[src/rtl/dp_pkg.sv]
// Shared definitions for the dot-product operand loader and the engine bench:
// state encoding, engine run latency and a counter-width helper.
package dp_pkg;

  localparam logic [2:0] ST_IDLE_ENC  = 3'd0;
  localparam logic [2:0] ST_LOAD_ENC  = 3'd1;
  localparam logic [2:0] ST_CLEAR_ENC = 3'd2;
  localparam logic [2:0] ST_RUN_ENC   = 3'd3;
  localparam logic [2:0] ST_HOLD_ENC  = 3'd4;

  typedef enum logic [2:0] {
    ST_IDLE  = ST_IDLE_ENC,
    ST_LOAD  = ST_LOAD_ENC,
    ST_CLEAR = ST_CLEAR_ENC,
    ST_RUN   = ST_RUN_ENC,
    ST_HOLD  = ST_HOLD_ENC
  } dp_state_e;

  // Cycles from the end of the engine clear pulse until its value is final.
  function automatic int run_lat(input int pixel_n, input int parallel,
                                 input int fpm_delay, input int fpa_delay);
    return (pixel_n / parallel) * (fpm_delay + fpa_delay + 4) + 1;
  endfunction

  // Bits needed to hold any value in 0..max_val (at least one).
  function automatic int cnt_width(input int max_val);
    int w;
    w = 1;
    while ((1 << w) <= max_val) w++;
    return w;
  endfunction

endpackage

[src/rtl/dp_operand_bank.sv]
// One operand bank: packed pixel/weight registers filled one element at a
// time, element 0 at the LSB. An optional copy-in loads the whole bank from
// another bank; a write in the same cycle lands after the copied elements.
// The next-cycle index and full flag are exposed so the controller can
// decide on the same cycle a write completes the bank.
module dp_operand_bank
  import dp_pkg::*;
#(
  parameter int PIXEL_N     = 10,
  parameter int PIXEL_SIZE  = 10,
  parameter int WEIGHT_SIZE = 19,
  parameter int IDX_W       = 4
) (
  input  logic                           clk,
  input  logic                           GlobalReset,
  input  logic                           wr_en,
  input  logic [PIXEL_SIZE-1:0]          wr_pixel,
  input  logic [WEIGHT_SIZE-1:0]         wr_weight,
  input  logic                           clr_idx,
  input  logic                           cp_en,
  input  logic [PIXEL_N*PIXEL_SIZE-1:0]  cp_pixels,
  input  logic [PIXEL_N*WEIGHT_SIZE-1:0] cp_weights,
  input  logic [IDX_W-1:0]               cp_idx,
  output logic [PIXEL_N*PIXEL_SIZE-1:0]  pixels,
  output logic [PIXEL_N*WEIGHT_SIZE-1:0] weights,
  output logic [IDX_W-1:0]               idx,
  output logic [IDX_W-1:0]               nxt_idx,
  output logic                           nxt_full
);

  logic [PIXEL_N*PIXEL_SIZE-1:0]  base_pix, nxt_pix;
  logic [PIXEL_N*WEIGHT_SIZE-1:0] base_wgt, nxt_wgt;
  logic [IDX_W-1:0]               base_idx;

  // Merge copy-in and indexed write into the next bank contents
  always_comb begin
    base_pix = cp_en ? cp_pixels  : pixels;
    base_wgt = cp_en ? cp_weights : weights;
    base_idx = cp_en ? cp_idx     : idx;
    nxt_pix  = base_pix;
    nxt_wgt  = base_wgt;
    nxt_idx  = base_idx;
    if (wr_en && (base_idx != IDX_W'(PIXEL_N))) begin
      for (int k = 0; k < PIXEL_N; k++) begin
        if (base_idx == IDX_W'(k)) begin
          nxt_pix[k*PIXEL_SIZE +: PIXEL_SIZE]   = wr_pixel;
          nxt_wgt[k*WEIGHT_SIZE +: WEIGHT_SIZE] = wr_weight;
        end
      end
      nxt_idx = base_idx + IDX_W'(1);
    end
  end

  assign nxt_full = (nxt_idx == IDX_W'(PIXEL_N));

  // Bank registers; clearing the index keeps the data frozen for the engine
  always_ff @(posedge clk or posedge GlobalReset) begin
    if (GlobalReset) begin
      pixels  <= '0;
      weights <= '0;
      idx     <= '0;
    end else begin
      pixels  <= nxt_pix;
      weights <= nxt_wgt;
      idx     <= clr_idx ? '0 : nxt_idx;
    end
  end

endmodule

[src/rtl/dp_operand_loader.sv]
// Front-end feeder for one dot-product engine: packs a stream of
// pixel/weight elements onto the engine buses, pulses the engine clear,
// waits the engine latency, then holds the captured value on a valid/ready
// result port.
// Build option DP_LOADER_DBLBUF_EN adds a shadow bank so the next vector can
// stream in while the current one is computed and waiting in HOLD.
//
// state | meaning
// IDLE  | waiting for the first element of a vector
// LOAD  | accepting elements 1..PIXEL_N-1 into the live bank
// CLEAR | engine clear pulse, CLR_CYCLES long, buses frozen
// RUN   | waiting the engine latency, value captured on the last cycle
// HOLD  | result presented until the consumer takes it
module dp_operand_loader
  import dp_pkg::*;
#(
  parameter int PIXEL_N     = 10,
  parameter int PIXEL_SIZE  = 10,
  parameter int WEIGHT_SIZE = 19,
  parameter int VAL_SIZE    = 26,
  parameter int FPM_DELAY   = 6,
  parameter int FPA_DELAY   = 2,
  parameter int PARALLEL    = 1,   // must divide PIXEL_N
  parameter int CLR_CYCLES  = 3    // at least 2
) (
  input  logic                           clk,
  input  logic                           GlobalReset,
  input  logic                           in_valid,
  output logic                           in_ready,
  input  logic [PIXEL_SIZE-1:0]          in_pixel,
  input  logic [WEIGHT_SIZE-1:0]         in_weight,
  output logic                           dp_clear,
  output logic [PIXEL_N*PIXEL_SIZE-1:0]  dp_pixels,
  output logic [PIXEL_N*WEIGHT_SIZE-1:0] dp_weights,
  input  logic [VAL_SIZE-1:0]            dp_value,
  output logic                           res_valid,
  input  logic                           res_ready,
  output logic [VAL_SIZE-1:0]            res_value,
  output logic                           busy
);

  localparam int RUN_LAT = run_lat(PIXEL_N, PARALLEL, FPM_DELAY, FPA_DELAY);
  localparam int RC_W    = cnt_width(RUN_LAT - 1);
  localparam int CC_W    = cnt_width(CLR_CYCLES - 1);
  localparam int IDX_W   = cnt_width(PIXEL_N);

  dp_state_e        state, state_nxt;
  logic [RC_W-1:0]  run_cnt;
  logic [CC_W-1:0]  clr_cnt;
  logic             accept, load_phase, hold_hs, run_done;
  logic             in_ready_nxt;

  logic             lv_wr, lv_cp, lv_clr, lv_nxt_full;
  logic [IDX_W-1:0] ld_idx, lv_nxt_idx;
  logic [PIXEL_N*PIXEL_SIZE-1:0]  lv_cp_pixels;
  logic [PIXEL_N*WEIGHT_SIZE-1:0] lv_cp_weights;
  logic [IDX_W-1:0]               lv_cp_idx;
  logic             unused_sink;

`ifdef DP_LOADER_DBLBUF_EN
  logic             sh_wr, sh_clr, sh_nxt_full;
  logic [IDX_W-1:0] sh_idx, sh_nxt_idx;
  logic [PIXEL_N*PIXEL_SIZE-1:0]  sh_pixels;
  logic [PIXEL_N*WEIGHT_SIZE-1:0] sh_weights;
`endif

  assign accept     = in_valid && in_ready;
  assign load_phase = (state == ST_IDLE) || (state == ST_LOAD);
  assign hold_hs    = (state == ST_HOLD) && res_ready;
  assign run_done   = (run_cnt == RC_W'(RUN_LAT - 1));
  // Only the index restarts on entering CLEAR; the data stays on the buses.
  assign lv_clr     = (state_nxt == ST_CLEAR);

  // Next-state decode, write steering between banks and next in_ready
  always_comb begin
    state_nxt    = state;
    lv_wr        = 1'b0;
    lv_cp        = 1'b0;
    in_ready_nxt = 1'b0;
`ifdef DP_LOADER_DBLBUF_EN
    sh_wr  = 1'b0;
    sh_clr = 1'b0;
    // On the result handshake the shadow moves to the live bank, and an
    // element arriving in that same cycle follows it there.
    lv_wr  = accept && (load_phase || hold_hs);
    lv_cp  = hold_hs && (sh_idx != '0);
    sh_wr  = accept && !load_phase && !hold_hs;
    sh_clr = hold_hs;
`else
    lv_wr  = accept && load_phase;
`endif
    case (state)
      ST_IDLE:  if (accept) state_nxt = lv_nxt_full ? ST_CLEAR : ST_LOAD;
      ST_LOAD:  if (lv_nxt_full) state_nxt = ST_CLEAR;
      ST_CLEAR: if (clr_cnt == '0) state_nxt = ST_RUN;
      ST_RUN:   if (run_done) state_nxt = ST_HOLD;
      ST_HOLD: begin
        if (res_ready) begin
`ifdef DP_LOADER_DBLBUF_EN
          if (lv_nxt_full)             state_nxt = ST_CLEAR;
          else if (lv_nxt_idx != '0)   state_nxt = ST_LOAD;
          else                         state_nxt = ST_IDLE;
`else
          state_nxt = ST_IDLE;
`endif
        end
      end
      default:  state_nxt = ST_IDLE;
    endcase
    in_ready_nxt = (state_nxt == ST_IDLE) || (state_nxt == ST_LOAD);
`ifdef DP_LOADER_DBLBUF_EN
    in_ready_nxt = in_ready_nxt || hold_hs || !sh_nxt_full;
`endif
  end

  // State register
  always_ff @(posedge clk or posedge GlobalReset) begin
    if (GlobalReset) state <= ST_IDLE;
    else             state <= state_nxt;
  end

  // Clear-pulse down-counter and engine latency counter
  always_ff @(posedge clk or posedge GlobalReset) begin
    if (GlobalReset) begin
      clr_cnt <= '0;
      run_cnt <= '0;
    end else begin
      if ((state_nxt == ST_CLEAR) && (state != ST_CLEAR))
        clr_cnt <= CC_W'(CLR_CYCLES - 1);
      else if ((state == ST_CLEAR) && (clr_cnt != '0))
        clr_cnt <= clr_cnt - CC_W'(1);
      if ((state == ST_RUN) && (state_nxt == ST_RUN))
        run_cnt <= run_cnt + RC_W'(1);
      else
        run_cnt <= '0;
    end
  end

  // Registered control outputs and result capture
  always_ff @(posedge clk or posedge GlobalReset) begin
    if (GlobalReset) begin
      in_ready  <= 1'b0;
      dp_clear  <= 1'b1;
      res_valid <= 1'b0;
      res_value <= '0;
      busy      <= 1'b0;
    end else begin
      in_ready  <= in_ready_nxt;
      dp_clear  <= (state_nxt == ST_CLEAR);
      res_valid <= (state_nxt == ST_HOLD);
      busy      <= (state_nxt != ST_IDLE);
      if ((state == ST_RUN) && run_done) res_value <= dp_value;
    end
  end

`ifdef DP_LOADER_DBLBUF_EN
  assign lv_cp_pixels  = sh_pixels;
  assign lv_cp_weights = sh_weights;
  assign lv_cp_idx     = sh_idx;
  assign unused_sink   = ^{ld_idx, sh_nxt_idx};

  dp_operand_bank #(
    .PIXEL_N     (PIXEL_N),
    .PIXEL_SIZE  (PIXEL_SIZE),
    .WEIGHT_SIZE (WEIGHT_SIZE),
    .IDX_W       (IDX_W)
  ) u_shadow_bank (
    .clk         (clk),
    .GlobalReset (GlobalReset),
    .wr_en       (sh_wr),
    .wr_pixel    (in_pixel),
    .wr_weight   (in_weight),
    .clr_idx     (sh_clr),
    .cp_en       (1'b0),
    .cp_pixels   ('0),
    .cp_weights  ('0),
    .cp_idx      ('0),
    .pixels      (sh_pixels),
    .weights     (sh_weights),
    .idx         (sh_idx),
    .nxt_idx     (sh_nxt_idx),
    .nxt_full    (sh_nxt_full)
  );
`else
  assign lv_cp_pixels  = '0;
  assign lv_cp_weights = '0;
  assign lv_cp_idx     = '0;
  assign unused_sink   = ^{ld_idx, lv_nxt_idx};
`endif

  dp_operand_bank #(
    .PIXEL_N     (PIXEL_N),
    .PIXEL_SIZE  (PIXEL_SIZE),
    .WEIGHT_SIZE (WEIGHT_SIZE),
    .IDX_W       (IDX_W)
  ) u_live_bank (
    .clk         (clk),
    .GlobalReset (GlobalReset),
    .wr_en       (lv_wr),
    .wr_pixel    (in_pixel),
    .wr_weight   (in_weight),
    .clr_idx     (lv_clr),
    .cp_en       (lv_cp),
    .cp_pixels   (lv_cp_pixels),
    .cp_weights  (lv_cp_weights),
    .cp_idx      (lv_cp_idx),
    .pixels      (dp_pixels),
    .weights     (dp_weights),
    .idx         (ld_idx),
    .nxt_idx     (lv_nxt_idx),
    .nxt_full    (lv_nxt_full)
  );

endmodule

[config.mk]
export PLATFORM = sky130hd
export DESIGN_NAME = dp_operand_loader
export DESIGN_NICKNAME = d
export VERILOG_FILES = /design/src/rtl/dp_pkg.sv /design/src/rtl/dp_operand_bank.sv /design/src/rtl/dp_operand_loader.sv
export SDC_FILE = /design/constraint.sdc
export NUM_CORES = 1
export LEC_CHECK = 0
export CORE_UTILIZATION = 48
export DETAILED_ROUTE_END_ITERATION = 7
export PLACE_DENSITY = 0.81
export SETUP_SLACK_MARGIN = 0.4
export SYNTH_ARGS = -nofsm -noshare
export SYNTH_HDL_FRONTEND = slang
export SYNTH_SLANG_ARGS = --single-unit
[constraint.sdc]
create_clock -name clk -period 11.8 [get_ports clk]
set_clock_uncertainty 0.15 [all_clocks]
set_input_delay 1.18 -clock clk [delete_from_list [all_inputs] [get_ports clk]]
set_output_delay 1.18 -clock clk [all_outputs]
set_load 0.02 [all_outputs]
# After elaboration in Yosys (flattened, before gate mapping)
# Index checks and enable logic that the tools add are counted.
dict set report word_totals {
  inputBits 59
  ff_bits 336
}
dict set report op_classes {
  n_reduce_logical 26
  addsub 3
  muxes 12
  eq_ne 21
}
# operator count
set ops {}
lappend ops {{AND reduction 2 bit} 10}
lappend ops {{equality test 4 x 3 -> 1 bit (second input constant)} 4}
lappend ops {{2-to-1 mux 3 bit} 5}
lappend ops {{case mux 3 bit (5 select lines)} 1}
lappend ops {{equality test 3 x 2 -> 1 bit (second input constant)} 4}
lappend ops {{equality test 4 bit (second input constant)} 3}
lappend ops {{equality test 4 x 2 -> 1 bit (second input constant)} 2}
lappend ops {{2-to-1 mux 4 bit} 2}
lappend ops {{adder 7 x 1 -> 7 bit (second input constant)} 1}
lappend ops {{equality test 7 bit (second input constant)} 1}
lappend ops {{logical AND 1 bit} 7}
lappend ops {{2-to-1 mux 7 bit} 1}
lappend ops {{equality test 3 x 1 -> 1 bit (second input constant)} 2}
lappend ops {{equality test 3 bit (second input constant)} 2}
lappend ops {{logical NOT 3 bit} 2}
lappend ops {{2-to-1 mux 2 bit} 3}
lappend ops {{adder 4 x 1 -> 4 bit (second input constant)} 1}
lappend ops {{equality test 4 x 1 -> 1 bit (second input constant)} 1}
lappend ops {{logical NOT 4 bit} 1}
lappend ops {{inequality test 4 bit (second input constant)} 1}
lappend ops {{nonzero test 2 bit} 2}
lappend ops {{inequality test 3 x 2 -> 1 bit (second input constant)} 1}
lappend ops {{nonzero test 3 bit} 1}
lappend ops {{logical NOT 2 bit} 1}
lappend ops {{other kinds (2)} 3}

# Longest topological paths before layout
dict set report depth {
  ltp_word 12
  depth_mapped 8
}

# Modules after synthesis
# A second synthesis with hierarchy kept.
dict set report unflattened {
  cells_unflattened 1343
  area_unflattened_um2 16057.9
}
# module cells_each n_inst area_per_inst_um2
set by_module_without_submodules {}
lappend by_module_without_submodules {dp_operand_bank 1208 1 14229.9}
lappend by_module_without_submodules {dp_operand_loader 135 1 1828.0}

# Least setup slack after synthesis
# No wires, ideal clock.
dict set report synth_timing {
  path_kind {input -> register}
  start {input port in_valid}
  end {register u_live_bank.weights[0]}
  path_buffers 3
  path_stages 7
  slack_ps 9205
  arrival_time_ps 2320
  setup_time_ps 125
  required_time_ps 11525
  path_cell_list {and4bb_1 -> buf_4 -> nand2_1 -> nor3_2 -> buf_4 -> buf_6 -> mux2_2}
}
dict set report synth_between {
  elab_chain_len 4
}
# item line
set synth_rtl {}
lappend synth_rtl {{start, declared} dp_operand_loader.sv:28} ;# input logic in_valid,
lappend synth_rtl {{logical AND 1 bit} dp_operand_loader.sv:67} ;# assign accept = in_valid && in_ready;
lappend synth_rtl {{logical AND 1 bit} dp_operand_loader.sv:90} ;# lv_wr = accept && load_phase;
lappend synth_rtl {{logical AND 1 bit} dp_operand_bank.sv:43} ;# if (wr_en && (base_idx != IDX_W'(PIXEL_N))) begin
lappend synth_rtl {{AND reduction 2 bit (no source line)} n/a}
lappend synth_rtl {{end signal, assigned} dp_operand_bank.sv:64} ;# weights <= nxt_wgt;
lappend synth_rtl {{end, declared} dp_operand_bank.sv:25} ;# output logic [PIXEL_N*WEIGHT_SIZE-1:0] weights,
# No other way between the ends.
# A chain may end at the register's enable or synchronous reset.

# Final worst setup path
dict set report layout_timing {
  start {input port in_valid}
  end {register u_live_bank.weights[6]}
}
# Same word-level chain as after synthesis.

==> flow_summary.toml <==
[final_layout]
drive_gt1_share_pct = 32.94
final_cell_count_no_fill = 1540
fill_cells = 1882
nNetsFinal = 1238
antenna_cells = 0
area_growth_pct = 39.13

[setup_path]
r2r_start = "u_live_bank.idx[0]$_DFF_PP0_"
crit_slowest_cell = "clkdlybuf4s50_1"
r2r_slack_ns = 8.89
critical_path_arrival_ns = 3.54
cpPeakStageDelay_ns = 0.55
cp.buffers_inverters = 2
path_depth = 6
path_max_fanout = 19
crit_path_start_kind = "input port"
crit_path_cell_trace = "clkdlybuf4s50_1, and4bb_1, nand2_1, nor3_4, buf_4, mux2_2"
worstRegToRegCells = 5
crit_type = "in -> reg"
cp.required_ns = 12.04
timing.rr.end = "u_live_bank.weights[188]$_DFFE_PP0P_"
crit_family = "simple AND/OR/NAND/NOR gates"
worstSetupEndpointType = "flop"

[power_and_ir_drop]
power.internal_mw = 2.886
sequentialPowerShare_pct = 38.4
power_leakage_nw = 8.586
p_sw_mw = 1.296
p_per_area_nw_per_um2 = 228.3
p_sw_share_pct = 30.99
ir_worst_vdd_mv = 0.1728
p_comb_share_pct = 34.0
p_clk_share_pct = 27.6

[sta]
hold_viol_final = 0
period_needed_ns = 3.303
clock.fmax_ghz = 0.3027
post-route-period-util_pct = 28.00
fin_setup_tns_ns = 0
slew_violations = 0
rsz0062_at_grt = "false"
max_slew_margin_pct = 24.20
tightest_slew_ns = 1.137
setup_viol = 0

[synthesis]
synthArstFlopShare_pct = 100.0
seq_area_frac_synth_pct = 63.87
synth_cells = 817
synthTopCellsByArea = "dfrtp_1 64%, mux2_2 24%, mux2_4 4.3%"
synth_area_sq_um = 13170
yosysTopAreaCellShare_pct = 63.67
synth_nets = 883
yosys_most_used_dff = "dfrtp_1"
ys_ff_latch = 336
yosysUniqueCellTypes = 41
synth_edf_count = 0
yosys_warnings = 0
synth_top_area_cell = "dfrtp_1"
synth_area_per_cell_sq_um = 16.12

[route]
detail-route-antenna-nets = 0
wl_per_cell_um = 21.37
drt-total-wl_um = 32910
vias_per_cell = 5.252
drtPass1Iterations = 4
dr.first_iter.drc_count = 415
drc = 0
num_vias = 8088

[clock_tree]
cts_buffers = 37
postCtsResizedCells = 0
cts.path.max_buffers = 3
clk_latency_ns = 0.51
clkSinkCount = 336
path_clk_slew_ns = 0.06
htree_levels = 2
cts_tree = "built"
cts-root-buf = "clkbuf_16"
ctsHoldBuffers = 0
post_cts_buffers = 0

[place]
gp_congestion = 0.7890
portBuffers = 378
hpwl_um = 21410
dp_cells = 1474

[die]
die_area_sq_um = 28100
core-area_sq_um = 26950
initial_core_util_pct = 48.85
die_h_um = 167.6
die_x_um = 167.6
ios = 379
rows = 60

[grt]
grt_pass1_wl_um = 51040
antenna_found_initial = 0
grt_pass1_vias = 8540
grt_max_degree = 197
gr-total-overflow = 0
grt.total_usage_pct = 23.76

[job]
cap_violations = 0

[hold_path]
hp-class = "reg -> reg"
holdPathEnd = "run_cnt[0]$_DFF_PP0_"
min_path_cells = 1
min_from = "run_cnt[0]$_DFF_PP0_"

[run_status]
outcome = "finished, final reports clean"
## cell families (layout without fill, tap and decap cells)
logic type / count (synthesis) / after routing / synth area share (%)
adder cells (fa/ha/maj): 7 / 7 / 0.6652
XOR/XNOR: 11 / 11 / 0.7317
AO/OA/AOI/OAI: 16 / 16 / 0.8742
buffers and inverters: 73 / 455 / 3.060
AND/OR/NAND/NOR: 57 / 57 / 2.613
flip-flops: 336 / 336 / 63.87
multiplexers: 317 / 317 / 28.19
## cells in the mapped netlist (2+ instances only)
cell type	number
a21oi_1	4
dfrtp_1	335
mux2_2	278
xor2_1	5
buf_6	11
xnor2_1	6
nand2_1	14
buf_4	6
mux2_4	38
o211ai_1	3
nand3_1	10
buf_1	29
nor2_1	14
nor3_2	2
ha_1	7
a211oi_1	2
buf_2	19
a21o_1	2
nand4_1	2
nor4bb_1	2
inv_1	8
## sequential cells by signal, summed over array words and instances, names as in the netlist, 2 cells and up
signal               flops
res_value               26
run_cnt                  7
clr_cnt                  2
u_live_bank.weights    190
u_live_bank.idx          4
u_live_bank.pixels     100
state                    3
## layout make-up
type,instances,area (sq um),area share (%)
multi-input combinational,408,4390,23.97
clock inverter,10,106.4,0.5806
tap,341,426.7,2.329
inverter,8,37.54,0.2049
sequential,336,8409,45.91
timing repair buffer,381,3819,20.85
clock buffer,56,1130,6.168
## how the worst max path moves through the flow
stage | start | to | slack, ns
final | in_valid | u_live_bank.weights[6]$_DFFE_PP0P_ | 8.50
after CTS | in_valid | u_live_bank.pixels[6]$_DFFE_PP0P_ | 8.48
after global routing | in_valid | u_live_bank.weights[6]$_DFFE_PP0P_ | 8.39
after detailed placement | in_valid | u_live_bank.pixels[8]$_DFFE_PP0P_ | 7.96
after floorplan | GlobalReset | busy$_DFF_PP0_ | 1.16
after global placement | in_valid | u_live_bank.weights[8]$_DFFE_PP0P_ | 8.01
## worst reg2reg max path, stage by stage (launching register included)
cell	delay (ns)
dfrtp_1	0.45
inv_1	0.16
ha_1	0.31
nor3b_1	0.38
nand3_2	0.76
mux2_2	0.59
## power by group through the flow
stage	registers, mW	logic [mW]	clock network (mW)
after global placement	1.61	1.40	0
after floorplan	1.96	0.368	0
after detailed placement	1.62	1.43	0
after CTS	1.61	1.44	1.17
final	1.61	1.42	1.15
after global routing	1.64	1.49	1.22
## per-layer routing
| layer | GRT usage (%) | share of wire [%] | up-vias |
|---|---|---|---|
| met2 | 38.93 | 48 | 297 |
| met5 | 0 | 0 | - |
| met4 | 9.095 | 3.2 | 0 |
| met3 | 6.571 | 6.7 | 70 |
| li1 | - | - | 3571 |
| met1 | 30.05 | 42 | 4150 |
## layout by cell type, fill, tap and decap left out, types with 2 or more instances in the layout
master and instances:
buf_4 2, nand3_1 7, a21o_1 2, inv_1 7, nor2_1 14, a21oi_1 4
xnor2_1 6, xor2_1 5, bufinv_16 2, nand2_2 6, o211ai_1 3, clkbuf_1 8
nor4bb_1 2, dfrtp_1 335, a211oi_1 2, clkbuf_16 39, clkinv_2 6, mux2_2 278
clkdlybuf4s50_1 378, nand3_2 3, mux2_4 38, nand2_1 8, clkbuf_8 9, ha_1 7
nand4_1 2
## per-stage QoR
step	area, sq um	power, mW	hold WS (ns)	setup slack [ns]	util (%)
2_1_floorplan	13170	2.327	0.3046	1.162	-
3_3_place_gp	17080	3.014	0.3255	8.011	63.38
3_5_place_dp	17080	3.052	0.3411	7.956	63.38
4_1_cts	18320	4.218	0.3459	8.480	67.97
5_1_grt	18320	4.358	0.3588	8.390	67.97
6_report	18320	4.183	0.3422	8.497	67.97
Power figures use the tool's default switching activity.
